==> src/rtl/fpmul_arb_pkg.sv <==
// fpmul_arb_pkg
//   Shared definitions for the floating-point multiplier arbiter:
//   - FEX_W       : width of the multiplier exception-flag bus
//   - arb_state_t : RUN / DRAIN / HALT control states
//   - ptr_width() : index width needed to address n requesters (minimum 1)
package fpmul_arb_pkg;

  localparam int FEX_W = 3;

  typedef enum logic [1:0] {
    RUN   = 2'd0,
    DRAIN = 2'd1,
    HALT  = 2'd2
  } arb_state_t;

  function automatic int ptr_width(input int n);
    return (n > 1) ? $clog2(n) : 1;
  endfunction

endpackage

==> src/rtl/rr_arbiter.sv <==
// rr_arbiter
//   Purely combinational round-robin selector. The search starts at index
//   ptr and wraps around, so the first asserted request at or after ptr wins.
//   Ports:
//     req   [NREQ-1:0]  : request vector
//     ptr   [PTR_W-1:0] : highest-priority index for this cycle
//     grant [NREQ-1:0]  : one-hot grant (all zero when no request)
module rr_arbiter #(
  parameter int NREQ  = 4,
  parameter int PTR_W = 2
) (
  input  logic [NREQ-1:0]  req,
  input  logic [PTR_W-1:0] ptr,
  output logic [NREQ-1:0]  grant
);

  logic found;

  // Walk the priority order ptr, ptr+1, ... and take the first hit.
  always_comb begin
    grant = '0;
    found = 1'b0;
    for (int k = 0; k < NREQ; k++) begin
      for (int i = 0; i < NREQ; i++) begin
        if (!found && req[i] && (i == ((int'(ptr) + k) % NREQ))) begin
          grant[i] = 1'b1;
          found    = 1'b1;
        end
      end
    end
  end

endmodule

==> src/rtl/fpmul_arbiter.sv <==
// fpmul_arbiter
//   Shares one pipelined floating-point multiplier between NREQ requesters.
//   A round-robin arbiter grants one requester per cycle; the granted index
//   travels through a LATENCY-deep tag pipe alongside the multiplier so the
//   registered result can be steered back to its owner. flush stops new
//   grants, lets in-flight work drain, then parks in HALT until flush drops.
//
//   Optional build macro: FPMUL_ARB_ERRCHK_EN adds a sticky err output that
//   flags mul_done arriving without a matching tag, or a tag leaving the
//   pipe without mul_done.
//
//   Ports:
//     clk, rst                   : clock, synchronous active-high reset
//     req_valid/req_a/req_b      : per-requester request and packed operands
//     req_ready                  : one-hot grant
//     resp_valid                 : one-hot, one-cycle result strobe
//     resp_result/resp_fex       : shared result and exception flags (held)
//     mul_valid/mul_a/mul_b      : issue side of the multiplier
//     mul_result/mul_fex/mul_done: return side of the multiplier
//     flush                      : stop granting and drain
//     busy                       : any operation in flight
//     err (optional)             : sticky tag/done mismatch flag
module fpmul_arbiter
  import fpmul_arb_pkg::*;
#(
  parameter int DWIDTH  = 32,
  parameter int NREQ    = 4,
  parameter int LATENCY = 3
) (
  input  logic                   clk,
  input  logic                   rst,
  input  logic [NREQ-1:0]        req_valid,
  input  logic [NREQ*DWIDTH-1:0] req_a,
  input  logic [NREQ*DWIDTH-1:0] req_b,
  output logic [NREQ-1:0]        req_ready,
  output logic [NREQ-1:0]        resp_valid,
  output logic [DWIDTH-1:0]      resp_result,
  output logic [FEX_W-1:0]       resp_fex,
  output logic                   mul_valid,
  output logic [DWIDTH-1:0]      mul_a,
  output logic [DWIDTH-1:0]      mul_b,
  input  logic [DWIDTH-1:0]      mul_result,
  input  logic [FEX_W-1:0]       mul_fex,
  input  logic                   mul_done,
  input  logic                   flush,
`ifdef FPMUL_ARB_ERRCHK_EN
  output logic                   err,
`endif
  output logic                   busy
);

  localparam int PTR_W = ptr_width(NREQ);

  arb_state_t state_reg, state_next;

  logic [PTR_W-1:0]  rr_ptr_reg;
  logic              grant_en;
  logic [NREQ-1:0]   grant;
  logic [PTR_W-1:0]  gnt_idx;
  logic              xfer;

  logic [LATENCY-1:0] tag_vld_reg;
  logic [PTR_W-1:0]   tag_idx_reg [LATENCY];
  logic               tag_out_vld;
  logic [PTR_W-1:0]   tag_out_idx;

  logic [NREQ-1:0]   resp_valid_reg;
  logic [DWIDTH-1:0] resp_result_reg;
  logic [FEX_W-1:0]  resp_fex_reg;

  logic [DWIDTH-1:0] a_masked [NREQ];
  logic [DWIDTH-1:0] b_masked [NREQ];

  // Grants are gated by flush directly so they stop in the same cycle flush
  // rises, and by rst so no issue leaks out while the block is being reset.
  assign grant_en = (state_reg == RUN) && !flush && !rst;

  rr_arbiter #(
    .NREQ  (NREQ),
    .PTR_W (PTR_W)
  ) u_rr_arbiter (
    .req   (req_valid & {NREQ{grant_en}}),
    .ptr   (rr_ptr_reg),
    .grant (grant)
  );

  // grant is a subset of req_valid, so any grant bit is a transfer.
  assign xfer      = |grant;
  assign req_ready = grant;

  always_comb begin
    gnt_idx = '0;
    for (int i = 0; i < NREQ; i++) begin
      if (grant[i]) gnt_idx = PTR_W'(i);
    end
  end

  // One-hot AND-OR operand mux; zero when nothing is granted.
  generate
    for (genvar gi = 0; gi < NREQ; gi++) begin : g_opmask
      assign a_masked[gi] = {DWIDTH{grant[gi]}} & req_a[gi*DWIDTH +: DWIDTH];
      assign b_masked[gi] = {DWIDTH{grant[gi]}} & req_b[gi*DWIDTH +: DWIDTH];
    end
  endgenerate

  always_comb begin
    mul_a = '0;
    mul_b = '0;
    for (int i = 0; i < NREQ; i++) begin
      mul_a = mul_a | a_masked[i];
      mul_b = mul_b | b_masked[i];
    end
  end

  assign mul_valid = xfer;

  always_ff @(posedge clk) begin
    if (rst) begin
      rr_ptr_reg <= '0;
    end else if (xfer) begin
      rr_ptr_reg <= (gnt_idx == PTR_W'(NREQ - 1)) ? '0 : gnt_idx + 1'b1;
    end
  end

  // Tag pipe: entry k holds the issue from k+1 cycles ago, so the last
  // entry lines up with mul_done for that issue.
  always_ff @(posedge clk) begin
    if (rst) begin
      tag_vld_reg <= '0;
      for (int i = 0; i < LATENCY; i++) tag_idx_reg[i] <= '0;
    end else begin
      tag_vld_reg[0] <= xfer;
      tag_idx_reg[0] <= gnt_idx;
      for (int i = 1; i < LATENCY; i++) begin
        tag_vld_reg[i] <= tag_vld_reg[i-1];
        tag_idx_reg[i] <= tag_idx_reg[i-1];
      end
    end
  end

  assign tag_out_vld = tag_vld_reg[LATENCY-1];
  assign tag_out_idx = tag_idx_reg[LATENCY-1];
  assign busy        = |tag_vld_reg;

  // A done without a live tag (e.g. a result of an op issued before reset)
  // is dropped and leaves the result bus untouched.
  always_ff @(posedge clk) begin
    if (rst) begin
      resp_valid_reg  <= '0;
      resp_result_reg <= '0;
      resp_fex_reg    <= '0;
    end else begin
      resp_valid_reg <= '0;
      if (mul_done && tag_out_vld) begin
        resp_valid_reg  <= NREQ'(1) << tag_out_idx;
        resp_result_reg <= mul_result;
        resp_fex_reg    <= mul_fex;
      end
    end
  end

  assign resp_valid  = resp_valid_reg;
  assign resp_result = resp_result_reg;
  assign resp_fex    = resp_fex_reg;

  always_ff @(posedge clk) begin
    if (rst) state_reg <= RUN;
    else     state_reg <= state_next;
  end

  always_comb begin
    state_next = state_reg;
    case (state_reg)
      RUN:     if (flush) state_next = DRAIN;
      DRAIN:   if (!busy) state_next = HALT;
      HALT:    if (!flush) state_next = RUN;
      default: state_next = RUN;
    endcase
  end

`ifdef FPMUL_ARB_ERRCHK_EN
  logic err_reg;

  always_ff @(posedge clk) begin
    if (rst) begin
      err_reg <= 1'b0;
    end else if (mul_done != tag_out_vld) begin
      err_reg <= 1'b1;
    end
  end

  assign err = err_reg;
`endif

endmodule

==> config.mk <==
export PLATFORM = sky130hd
export DESIGN_NAME = fpmul_arbiter
export DESIGN_NICKNAME = d
export VERILOG_FILES = /design/src/rtl/fpmul_arb_pkg.sv /design/src/rtl/rr_arbiter.sv /design/src/rtl/fpmul_arbiter.sv
export SDC_FILE = /design/constraint.sdc
export NUM_CORES = 1
export LEC_CHECK = 0
export ABC_AREA = 0
export ABC_CLOCK_PERIOD_IN_PS = 4450
export BUFFER_PORTS_ARGS = -buffer_cell sky130_fd_sc_hd__buf_2
export CAP_MARGIN = 20
export CORE_AREA = 5 5 157 159
export CTS_CLUSTER_DIAMETER = 60
export DETAILED_ROUTE_END_ITERATION = 12
export DIE_AREA = 0 0 162 164
export GPL_ROUTABILITY_DRIVEN = 0
export MAX_ROUTING_LAYER = met4
export PLACE_DENSITY = 0.5
export SYNTH_ARGS = -nofsm -noshare
export SYNTH_HDL_FRONTEND = slang
export SYNTH_SLANG_ARGS = --single-unit
==> constraint.sdc <==
create_clock -name clk -period 4.45 [get_ports clk]
set_input_delay 1.1125 -clock clk [delete_from_list [all_inputs] [get_ports clk]]
set_output_delay 1.1125 -clock clk [all_outputs]
set_load 0.05 [all_outputs]
==> results.py <==
metrics = {
    "outcome": {
        "result_of_the_run": "finished clean",
    },
    "critical_path": {
        "critical_path_arrival_ps": 2920,
        "timing.critical_path.to_type": "primary output",
        "critical_path_buffer_and_inverter_count": 3,
        "r2r_setup_slack_ps": 2310,
        "largest_stage_delay_on_the_critical_path_ps": 510,
        "timing.critical_path.from_type": "input port",
        "worst_r2r_startpoint": "rr_ptr_reg[1]$_SDFFE_PP0P_",
        "worst_r2r_endpoint": "rr_ptr_reg[1]$_SDFFE_PP0P_",
        "critical_path.top_delay_family": "compound AO/OA/AOI/OAI gates",
        "critPathRequiredTime_ps": 3340,
        "reg2regPathDepth": 7,
        "worst-setup-path-type": "in2out",
        "critical_path.max_fanout": 44,
        "critical_path_cell_sequence": "buf_2, nor4_2, o311a_2, buf_12, a22oi_1, o21ai_0, buf_2",
        "critPathSlowestCell": "o311a_2",
        "path_common_cell": "buf_2",
    },
    "logic_synthesis": {
        "synth.net_count": 755,
        "synth_area_per_cell_sq_um": 7.38,
        "synth.lib_cells_used.distinct": 36,
        "synth_edf_count": 0,
        "synthCells": 455,
        "synth-seq-area-share_pct": 31.0,
        "synthFlopType": "dfxtp_1",
        "async_reset_ff_share_pct": 0,
        "synth_area_sq_mm": 0.00336,
        "yosys_warnings": 0,
        "postSynthRegisterBits": 52,
    },
    "power": {
        "static-leakage-power_uw": 0.00285,
        "total_power_uw": 1410,
        "max-vdd-ir-drop_uv": 124,
        "power_density_mw_per_mm2": 236,
    },
    "floorplan": {
        "floorplan.initialDensity_pct": 14.5,
        "chipWidth_microns": 162,
        "cell_row_count": 56,
        "io_pins": 408,
        "die-area_sq_mm": 0.0266,
        "dieHeight_microns": 164,
        "fp.coreArea_sq_mm": 0.0231,
    },
    "clock_network": {
        "post_cts_hold_buffer_count": 0,
        "post_cts.repair.setup_buffers": 0,
        "path_clk_slew_ps": 70,
        "cts.repair.resized": 0,
        "numClockSinks": 52,
        "cts.htree.levels": 2,
        "cts-root-buf": "clkbuf_16",
        "insertion_delay_ps": 290,
        "max-clock-path-buffers": 2,
        "tritoncts": "done",
        "numCtsBuffers": 5,
    },
    "drt": {
        "remaining_drc_errors": 0,
        "drtIter0Drc": 417,
        "routed_via_density": 4.56,
        "detail-route-antenna-nets": 0,
        "detail_route.first_pass.iterations": 6,
        "num_vias": 5176,
        "postRouteWirelength_microns": 19000,
        "drt-wirelength-per-cell_microns": 16.8,
    },
    "global_routing": {
        "grt_first_pass_wirelength_microns": 27500,
        "overall_global_routing_resource_usage_pct": 13.2,
        "grt_pass1_vias": 5168,
        "antenna_found_initial": 4,
        "grt_start_max_net_pins": 72,
        "global_route.overflow_total": 0,
    },
    "finish": {
        "instances_no_fill": 1135,
        "most_used_cells_in_the_layout_excluding_fill_and_tap_cells": "buf_2 (401), a22oi_1 (128), nand2_1 (71)",
        "layout.cells.most_common": "buf_2",
        "drive_gt1_share_pct": 53.2,
        "fill_cells": 2614,
        "sequential_cell_area_sq_mm": 0.00104,
        "stdcell_area_sq_mm": 0.00599,
        "area.growth.synth_to_final_pct": 78.5,
        "design.final.nets": 1140,
        "multiInputGateArea_sq_mm": 0.00211,
        "max_ffs_per_register": 32,
    },
    "timing": {
        "fmax_ghz": 0.248,
        "fin_skew_ps": 2.45,
        "setup_repair_after_global_routing_missed_its_margin": "no",
        "hold_violations": 0,
        "maxSlewHeadroom_pct": 62.8,
        "number_of_setup_violations_in_the_final_report": 0,
        "final_min_period_over_clock_period_pct": 90.6,
        "max_slew.worst_pin.slew_ps": 552,
        "setup-tns-final_ps": 0,
        "drv_slew": 0,
        "final_period_minus_worst_setup_slack_ps": 4030,
    },
    "hold_path": {
        "worst_hold_path_type": "reg2reg",
        "worst_hold_path_endpoint": "tag_idx_reg[0][5]$_SDFF_PP0_",
        "holdPathStages": 1,
        "worst_hold_launch": "tag_idx_reg[0][3]$_SDFF_PP0_",
    },
    "place": {
        "dp.cells": 1123,
        "placement.cell_area_sq_mm": 0.00584,
        "numPortBuffers": 407,
        "place.detailed.hpwl_microns": 15400,
    },
    "flow_run": {
        "maxcap_viol_count": 0,
    },
}
==> layer usage <==
metal	GRT usage, %	share of wire (%)	up-vias
li1	-	-	2498
met4	3.88	2.1	0
met1	15.9	40	2375
met2	22.3	49	280
met3	2.84	8.1	23
met5	-	0	-
==> through the flow <==
stage / util, % / setup slack [ps] / hold WS (ps)
after floorplan: - / 234 / 414
after detailed placement: 25.2 / 386 / 423
after global placement: 25.2 / 385 / 420
after global routing: 25.9 / 304 / 464
final: 25.9 / 417 / 437
after CTS: 25.9 / 386 / 439
==> kinds of logic after synthesis <==
logic type                 Yosys count  synth area share (%)
adders and majority gates            1                 0.373
and+or+nand+nor                    107                  14.9
AOI/OAI and AO/OA                  242                  46.8
buffers and inverters               52                  6.41
muxes                                1                 0.447
DFF                                 52                  31.0
==> area by class of cell <==
type,count,area share [%]
sequential,52,17.4
antenna,4,0.167
multi-input combinational,351,35.2
clock inverter,3,0.313
clock buffer,5,2.09
tap,290,6.06
timing repair buffer,426,38.5
inverter,4,0.251
==> synthesized netlist by cell type, types with 2 or more instances <==
cell type | number | area share, %
a22oi_1 | 128 | 29
nand2_1 | 72 | 8.1
dfxtp_1 | 52 | 31
o21ai_0 | 50 | 7.5
a21oi_1 | 37 | 5.5
clkbuf_1 | 33 | 3.7
o21ai_1 | 18 | 2.7
buf_2 | 7 | 1.0
nor2_1 | 7 | 0.78
nor2b_1 | 6 | 1.1
buf_1 | 5 | 0.56
nor3_1 | 5 | 0.75
and2_1 | 3 | 0.56
buf_4 | 3 | 0.67
inv_1 | 3 | 0.34
a211o_1 | 2 | 0.52
nand2b_1 | 2 | 0.37
nand3b_1 | 2 | 0.45
nor4b_1 | 2 | 0.52
or2_2 | 2 | 0.37
==> how the worst max path moves through the flow <==
stage                       startpoint  cells after the start  slack [ps]   endpoint
after detailed placement  req_valid[3]                      7         390  mul_b[27]
after global routing      req_valid[3]                      7         300  mul_b[27]
final                            flush                      7         420  mul_a[11]
after global placement             rst                      7         380  mul_b[27]
after CTS                 req_valid[3]                      7         390  mul_b[27]
after floorplan           req_valid[3]                      6         230  mul_a[10]
==> worst reg2reg max path: cells and delay by family (launching register included) <==
| kind | cells | cell delay, ps |
|---|---|---|
| and+or+nand+nor | 3 | 510 |
| adders and majority gates | 1 | 290 |
| DFF | 1 | 480 |
| muxes | 1 | 250 |
| AOI/OAI and AO/OA | 1 | 320 |
| buffers and inverters | 1 | 190 |
==> report_power, final <==
group	switching, uW	internal (uW)
registers	8.11	476
clock network	172	208
logic	348	201
No activity file was read; power rests on OpenSTA's default activity.
